==> config.mk <==
export PLATFORM = sky130hd
export DESIGN_NAME = mem_port_arbiter
export DESIGN_NICKNAME = d
export VERILOG_FILES = /design/src/rtl/mem_arb_pkg.sv /design/src/rtl/arb_watchdog.sv /design/src/rtl/mem_port_arbiter.sv
export SDC_FILE = /design/constraint.sdc
export NUM_CORES = 1
export LEC_CHECK = 0
export BUFFER_PORTS_ARGS = -buffer_cell sky130_fd_sc_hd__buf_2
export CAP_MARGIN = 20
export CORE_UTILIZATION = 30
export DETAILED_ROUTE_END_ITERATION = 8
export PLACE_DENSITY_LB_ADDON = 0.1
export SETUP_SLACK_MARGIN = 0.05
export SYNTH_ARGS = -nofsm -noshare
export SYNTH_HDL_FRONTEND = slang
export SYNTH_HIERARCHICAL = 1
export SYNTH_SLANG_ARGS = --single-unit
==> constraint.sdc <==
create_clock -name clk -period 2.5 [get_ports clk]
set_clock_uncertainty 0.15 [all_clocks]
set_input_delay 0 -clock clk [delete_from_list [all_inputs] [get_ports clk]]
set_output_delay 0 -clock clk [all_outputs]
set_load 0.02 [all_outputs]
==> src/rtl/mem_arb_pkg.sv <==
// Shared definitions for the IF/MEM memory port arbiter.
package mem_arb_pkg;

  typedef enum logic [1:0] {
    IDLE   = 2'd0,
    D_BUSY = 2'd1,
    I_BUSY = 2'd2
  } arb_state_t;

  // Read data returned on a watchdog abort; sliced to DATA_W by the user.
  localparam logic [63:0] ERR_RDATA = 64'hFFFF_FFFF_FFFF_FFFF;

endpackage

==> src/rtl/arb_watchdog.sv <==
// Cycle counter that flags an access the memory has not acknowledged in time.
module arb_watchdog #(
  parameter int TIMEOUT = 255
) (
  input  logic clk,
  input  logic reset,
  input  logic clear,
  input  logic enable,
  output logic expired
);

  localparam int CNT_W = (TIMEOUT < 2) ? 1 : $clog2(TIMEOUT);
  localparam logic [CNT_W-1:0] LAST = CNT_W'(TIMEOUT - 1);

  logic [CNT_W-1:0] count;

  // Count un-acked busy cycles; saturate at the last value before abort.
  always_ff @(posedge clk) begin
    if (!reset) begin
      count <= {CNT_W{1'b0}};
    end else if (clear) begin
      count <= {CNT_W{1'b0}};
    end else if (enable && (count != LAST)) begin
      count <= count + CNT_W'(1);
    end else begin
      count <= count;
    end
  end

  // The edge that would take the count to TIMEOUT is the abort edge.
  assign expired = (count == LAST);

endmodule

==> src/rtl/mem_port_arbiter.sv <==
// Shares one single-port memory between instruction fetch and load/store,
// data port first, and raises the global pipeline stall.
module mem_port_arbiter
  import mem_arb_pkg::*;
#(
  parameter int ADDR_W  = 32,
  parameter int DATA_W  = 32,
  parameter int TIMEOUT = 255
) (
  input  logic              clk,
  input  logic              reset,
  input  logic              i_req,
  input  logic [ADDR_W-1:0] i_addr,
  output logic [DATA_W-1:0] i_rdata,
  output logic              i_valid,
  input  logic              d_req,
  input  logic              d_we,
  input  logic [ADDR_W-1:0] d_addr,
  input  logic [DATA_W-1:0] d_wdata,
  output logic [DATA_W-1:0] d_rdata,
  output logic              d_valid,
  output logic              mem_req,
  output logic              mem_we,
  output logic [ADDR_W-1:0] mem_addr,
  output logic [DATA_W-1:0] mem_wdata,
  input  logic [DATA_W-1:0] mem_rdata,
  input  logic              mem_ack,
  output logic              stall,
  output logic              err
);

  localparam logic [DATA_W-1:0] ERR_WORD = ERR_RDATA[DATA_W-1:0];

  arb_state_t state;
  arb_state_t state_next;
  logic       busy;
  logic       expired;
  logic       d_pend;
  logic       i_pend;
  logic       issue_d;
  logic       issue_i;
  logic       finish;
  logic       abort;

  // A requester still holding req during its own valid cycle is already served.
  assign d_pend = d_req & ~d_valid;
  assign i_pend = i_req & ~i_valid;
  assign busy   = (state == D_BUSY) || (state == I_BUSY);
  assign stall  = (i_req & ~i_valid) | (d_req & ~d_valid);

  arb_watchdog #(
    .TIMEOUT(TIMEOUT)
  ) u_watchdog (
    .clk    (clk),
    .reset  (reset),
    .clear  (~busy),
    .enable (busy & ~mem_ack),
    .expired(expired)
  );

  // State register.
  always_ff @(posedge clk) begin
    if (!reset) begin
      state <= IDLE;
    end else begin
      state <= state_next;
    end
  end

  // Arbitration and completion decode.
  always_comb begin
    state_next = state;
    issue_d    = 1'b0;
    issue_i    = 1'b0;
    finish     = 1'b0;
    abort      = 1'b0;
    case (state)
      IDLE: begin
        if (d_pend) begin
          issue_d    = 1'b1;
          state_next = D_BUSY;
        end else if (i_pend) begin
          issue_i    = 1'b1;
          state_next = I_BUSY;
        end else begin
          state_next = IDLE;
        end
      end
      D_BUSY, I_BUSY: begin
        if (mem_ack) begin
          finish     = 1'b1;
          state_next = IDLE;
        end else if (expired) begin
          abort      = 1'b1;
          state_next = IDLE;
        end else begin
          state_next = state;
        end
      end
      default: begin
        state_next = IDLE;
      end
    endcase
  end

  // Memory-side request registers and per-port return data/valid.
  always_ff @(posedge clk) begin
    if (!reset) begin
      mem_req   <= 1'b0;
      mem_we    <= 1'b0;
      mem_addr  <= {ADDR_W{1'b0}};
      mem_wdata <= {DATA_W{1'b0}};
      i_rdata   <= {DATA_W{1'b0}};
      i_valid   <= 1'b0;
      d_rdata   <= {DATA_W{1'b0}};
      d_valid   <= 1'b0;
      err       <= 1'b0;
    end else begin
      i_valid <= 1'b0;
      d_valid <= 1'b0;
      if (issue_d) begin
        mem_req   <= 1'b1;
        mem_we    <= d_we;
        mem_addr  <= d_addr;
        mem_wdata <= d_wdata;
      end else if (issue_i) begin
        mem_req  <= 1'b1;
        mem_we   <= 1'b0;
        mem_addr <= i_addr;
      end else if (finish || abort) begin
        mem_req <= 1'b0;
        mem_we  <= 1'b0;
      end
      if (finish || abort) begin
        if (state == D_BUSY) begin
          d_valid <= 1'b1;
          if (abort) begin
            d_rdata <= ERR_WORD;
          end else if (!mem_we) begin
            d_rdata <= mem_rdata;
          end
        end else begin
          i_valid <= 1'b1;
          i_rdata <= abort ? ERR_WORD : mem_rdata;
        end
      end
      if (abort) begin
        err <= 1'b1;
      end
    end
  end

endmodule

After elaboration in Yosys (flattened, before gate mapping)
Index checks and enable logic that the tools add are counted.

storage, ports and cells
  register bits after elaboration = 143
  input port bits = 134

cells by class
  add/subtract/negate cells = 1
  equality and inequality tests = 6
  muxes and demuxes = 27
  bitwise operators = 8
  reduce and logical (&&, ||, !) cells = 11

operators by type and width
  kind                                                                   count
  32-bit 2-to-1 mux                                                      5
  1-bit 2-to-1 mux                                                       17
  8-bit by 1-bit adder with 8-bit output, second input constant          1
  8-bit equality test, second input constant                             1
  2-bit 2-to-1 mux                                                       4
  8-bit != test, second input constant                                   1
  2-bit AND reduction                                                    3
  1-bit inverter                                                         4
  2-bit one-hot mux with 2 select lines                                  1
  1-bit bitwise AND                                                      3
  3-bit != test, second input constant                                   1
  3-bit AND reduction                                                    1
  3-bit nonzero test                                                     1
  2-bit by 1-bit equality test with 1-bit output, second input constant  1
  2-bit equality test, second input constant                             1
  2-bit zero test                                                        1
  1-bit logical OR                                                       2
  2-bit by 1-bit != test with 1-bit output, second input constant        1
  2-bit nonzero test                                                     1
  2-bit OR reduction                                                     1
  1-bit logical AND                                                      1
  1-bit OR                                                               1

Logic depth before layout (Yosys ltp)
  depth in word-level cells = 8
  mapped depth = 9

By module
Netlist, hierarchy kept.

by module, submodules not included
  module            instances  cells an instance  area each (um^2)
  mem_port_arbiter  1          477                5,037.3
  arb_watchdog      1          51                 459.2

Worst setup path before layout
OpenSTA, ideal clock, no wires.

  path kind = reg-to-reg
  from = register u_watchdog.count[0]
  to = register state[0]
  library setup time = 115 ps
  arrival time = 1,668 ps
  required time = 2,235 ps
  setup slack = 567 ps
  stages on the path, launching flop included = 9
  buffers on the path = 0
  period minus slack after synthesis = 1,933 ps
  cell sequence = dfxtp_1 > inv_1 > ha_1 > nand4_2 > or2_4 > inv_1 > or3b_2 > mux2i_1 > and2_1

between the ends
  longest elaborated chain between the ends = 2

RTL lines
  element                  line                    source
  from (decl)              arb_watchdog.sv:15      logic [CNT_W-1:0] count;
  from (signal assigned)   arb_watchdog.sv:20      count <= {CNT_W{1'b0}};
  from (signal assigned)   arb_watchdog.sv:22      count <= {CNT_W{1'b0}};
  from (signal assigned)   arb_watchdog.sv:24      count <= count + CNT_W'(1);
  8-bit equality test      arb_watchdog.sv:31      assign expired = (count == LAST);
  via expired              mem_port_arbiter.sv:37  logic expired;
  3-bit != test (no line)  --
  to (signal assigned)     mem_port_arbiter.sv:66  state <= state_next;
  to (decl)                mem_port_arbiter.sv:34  arb_state_t state;

The timed path passes the listed nets, and every way through them passes these cells.
A chain may end at the register's enable or synchronous reset.

Final worst setup path
  from = register state[0]
  to = register mem_we

between the ends
  longest elaborated chain between the ends = 5
  elaborated cells on any way between the ends = 12

RTL lines
  element                                                                                line                     source
  2-bit equality test or 2-bit by 1-bit equality test with 1-bit output (tied branches)  mem_port_arbiter.sv:77   case (state)
  2-bit OR reduction                                                                     mem_port_arbiter.sv:77
  1-bit 2-to-1 mux                                                                       mem_port_arbiter.sv:77
  1-bit logical OR                                                                       mem_port_arbiter.sv:130  end else if (finish || abort) begin
  3-bit nonzero test (no line)                                                           --
  to (signal assigned)                                                                   mem_port_arbiter.sv:123  mem_we <= d_we;
  to (decl)                                                                              mem_port_arbiter.sv:23   output logic mem_we,

Parallel ways exist; a longest one is shown, timed or not.

==> impl_metrics.csv <==
group,metric,value,unit
finish,most_common_cell_after_layout_fill_and_taps_aside,"sky130_fd_sc_hd__buf_2",
clock_tree,clk_latency,410,ps
placed_design,dp_worst_setup_slack,431,ps
clock_tree,cts.clk_slew.worst_paths,60,ps
timing,hold-worst-slack,86.9,ps
routing,routed-via-count,5444,
yosys,yosys_reg_bits,143,
yosys,yosys_warnings,6,
clock_tree,cts_buffers,17,
clock_tree,setup_buffers_after_cts,0,
clock_tree,tritoncts,"built",
critical_path,r2r_end,"mem_we",
hold_path,worst_hold_startpoint,"reset",
placed_design,io_buffer_count,267,
floorplanning,fp-row-count,49,
critical_path,worstSetupEndpointType,"flip-flop",
critical_path,setup.reg_to_reg.worst_slack,180,ps
routing,detail_route.wl_per_cell,14.7,um
finish,area_of_combinational_cells_with_multiple_inputs,2380,um2
yosys,ys_async_sr_fraction,0,
global_routing,grt_antenna_before_repair,0,
critical_path,crit_arrival,2470,ps
clock_tree,cts_buffer_depth,2,
yosys,synthTopCellsByArea,"sky130_fd_sc_hd__dfxtp_1 52%, sky130_fd_sc_hd__nand2_1 7.2%, sky130_fd_sc_hd__mux2i_1 6.6%",
global_routing,grt_start_max_net_pins,58,
routing,via_per_inst,4.71,
clock_tree,root_buffer,"sky130_fd_sc_hd__clkbuf_16",
yosys,syn-cell-area,5500,um2
timing,final_hold_viol_count,0,
hold_path,holdPathEnd,"mem_req",
floorplanning,placeableCoreArea,18000,um2
routing,detailedRoute.firstIterationViolations,231,
finish,regArea,2860,um2
critical_path,reg2reg_from,"state[0]",
floorplanning,io-pin-count,268,
timing,report.final.setup_viol,0,
critical_path,cells_on_worst_reg2reg_path,7,
timing,post-route-period-util,0.928,
timing,final_critical_path_setup_slack,180,ps
timing,slew_violations,0,
routing,routed_wirelength,17000,um
critical_path,critical_path_required,2650,ps
finish,utilization,0.500,
timing,worst_pin_slew,1050,ps
placed_design,place_congestion,0.759,
global_routing,grt-ovfl-total,0,
yosys,instance_count_of_the_mapped_netlist,528,
finish,syn2layout_area_growth,63.4,%
global_routing,grt_pass1_wl,26300,um
critical_path,worst-path-max-fanout,4,
timing,max_slew_margin,0.294,
global_routing,first_global_vias,5315,
yosys,synth_edf_count,0,
finish,filler_cell_count,1638,
yosys,post-synth-top-area-fraction,0.521,
yosys,yosys_most_used_dff,"sky130_fd_sc_hd__dfxtp_1",
floorplanning,initial_core_util,0.306,
hold_path,hold_class,"in2reg",
routing,route.detailed.drc,0,
yosys,synth.distinct_cells,44,
timing,grt_setup_unrepaired,"no",
critical_path,kind_of_start_point_of_the_critical_path,"flip-flop",
clock_tree,htree_num_levels,4,
clock_tree,clock_sink_count,143,
yosys,post-synth-top-area-cell,"sky130_fd_sc_hd__dfxtp_1",
finish,final_nets,1052,
floorplanning,die_width,137,um
yosys,ys_seq_area_frac,0.521,
global_routing,grt_usage,0.179,
pwr,cellPowerDensity,698,nW/um2
finish,num_antenna_cells,0,
pwr,vdd_ir_drop_max,0.000425,V
job,timing.max_cap.violations,0,
placed_design,place.detailed.hpwl,10900,um
pwr,cellLeakagePower,4.14,nW
yosys,number_of_nets_produced_by_synthesis,666,
status,result_of_the_run,"finished clean",
critical_path,timing.setup.critical_path_class,"reg2reg",
timing,final_period_minus_worst_setup_slack,2320,ps
floorplanning,die_height,137,um
routing,final_antenna_net_count,0,
floorplanning,die-area,18900,um2
finish,final_cell_mix,"266 x sky130_fd_sc_hd__buf_2, 143 x sky130_fd_sc_hd__dfxtp_1, 136 x sky130_fd_sc_hd__dlygate4sd3_1",
timing,setup_tns,0,ps
timing,max_freq,431,MHz
hold_path,min_delay_path_depth,3,
yosys,postSynthAreaPerCell,10.4,um2
routing,drtPass1Iterations,5,
finish,share_of_cells_above_drive_strength_1,0.383,
-- report_power, final --
group / switching, mW / internal, mW / total [mW]
logic: 0.586 / 0.515 / 1.10
clock network: 1.04 / 1.62 / 2.66
registers: 0.0764 / 2.44 / 2.51
total: 1.70 / 4.57 / 6.27
-- state kept, by name, summed over array words and instances, names as in the netlist, 2 cells and up --
| register | cells |
|---|---|
| mem_wdata | 32 |
| u_watchdog/count | 8 |
| mem_addr | 32 |
| d_rdata | 32 |
| state | 2 |
| i_rdata | 32 |
-- stage by stage --
stage	total power, mW	cells	instance area, um2
after floorplan	3.11	528	5500
after global placement	3.46	988	7000
after detailed placement	3.47	988	7000
after CTS	6.34	1156	8980
after global routing	6.56	1156	8980
final	6.27	1156	8980
-- layer usage --
layer  global-route usage  vias to the layer above  share of wire
met2                0.306                      202           0.47
met1                0.212                     2514           0.44
met5                    0                        -              0
met4               0.0690                        0          0.016
met3               0.0486                       16          0.069
li1                     -                     2712              -
-- worst max-delay path, stage by stage (launching register included) --
cell and delay, ps:
sky130_fd_sc_hd__dfxtp_1 330, sky130_fd_sc_hd__inv_1 60, sky130_fd_sc_hd__ha_1 240, sky130_fd_sc_hd__and3b_1 190
sky130_fd_sc_hd__nand3_1 80, sky130_fd_sc_hd__dlygate4sd3_1 540, sky130_fd_sc_hd__o21ai_0 70, sky130_fd_sc_hd__dlygate4sd3_1 550
-- cells by family (layout without fill, tap and decap cells) --
kind of cell | Yosys count | count (layout) | share of synthesized area
DFF | 143 | 143 | 0.521
muxes | 36 | 36 | 0.0656
and+or+nand+nor | 147 | 147 | 0.125
AOI/OAI and AO/OA | 146 | 146 | 0.233
adders and majority gates | 4 | 4 | 0.00911
buffers and inverters | 52 | 451 | 0.0464
-- repair_timing --
action	4_1_cts	5_1_grt
hold endpoints to repair	137	0
hold buffers	136	0
endpoints found under the setup margin	0	1
resized for setup	0	1
-- final cells by class --
cell class / count / area share
Clock inverter: 14 / 0.0202
Inverter: 5 / 0.00209
Multi-Input combinational cell: 333 / 0.266
Timing Repair Buffer: 414 / 0.313
Sequential cell: 143 / 0.319
Tap cell: 229 / 0.0319
Clock buffer: 18 / 0.0489
-- worst max-delay path by stage --
stage / from / endpoint / slack (ps)
after floorplan: u_watchdog/count[0] / state[0] / 570
after global placement: u_watchdog/count[0] / d_rdata[26] / 490
after detailed placement: u_watchdog/count[1] / d_rdata[16] / 430
after CTS: u_watchdog/count[0] / mem_we / 150
after global routing: state[0] / mem_we / 60
final: state[0] / mem_we / 180
-- Yosys cell counts (5+ instances only) --
cell type and instances:
sky130_fd_sc_hd__o221a_2 32, sky130_fd_sc_hd__clkbuf_1 19, sky130_fd_sc_hd__o221a_1 32, sky130_fd_sc_hd__dfxtp_1 143
sky130_fd_sc_hd__buf_2 21, sky130_fd_sc_hd__nand2b_1 6, sky130_fd_sc_hd__inv_1 5, sky130_fd_sc_hd__nand3_1 5
sky130_fd_sc_hd__mux2i_1 36, sky130_fd_sc_hd__nor2b_1 5, sky130_fd_sc_hd__a21boi_0 32, sky130_fd_sc_hd__o22ai_1 33
sky130_fd_sc_hd__o21ai_0 5, sky130_fd_sc_hd__nand2_1 106
Note: power is estimated with default switching activity, not from simulation.
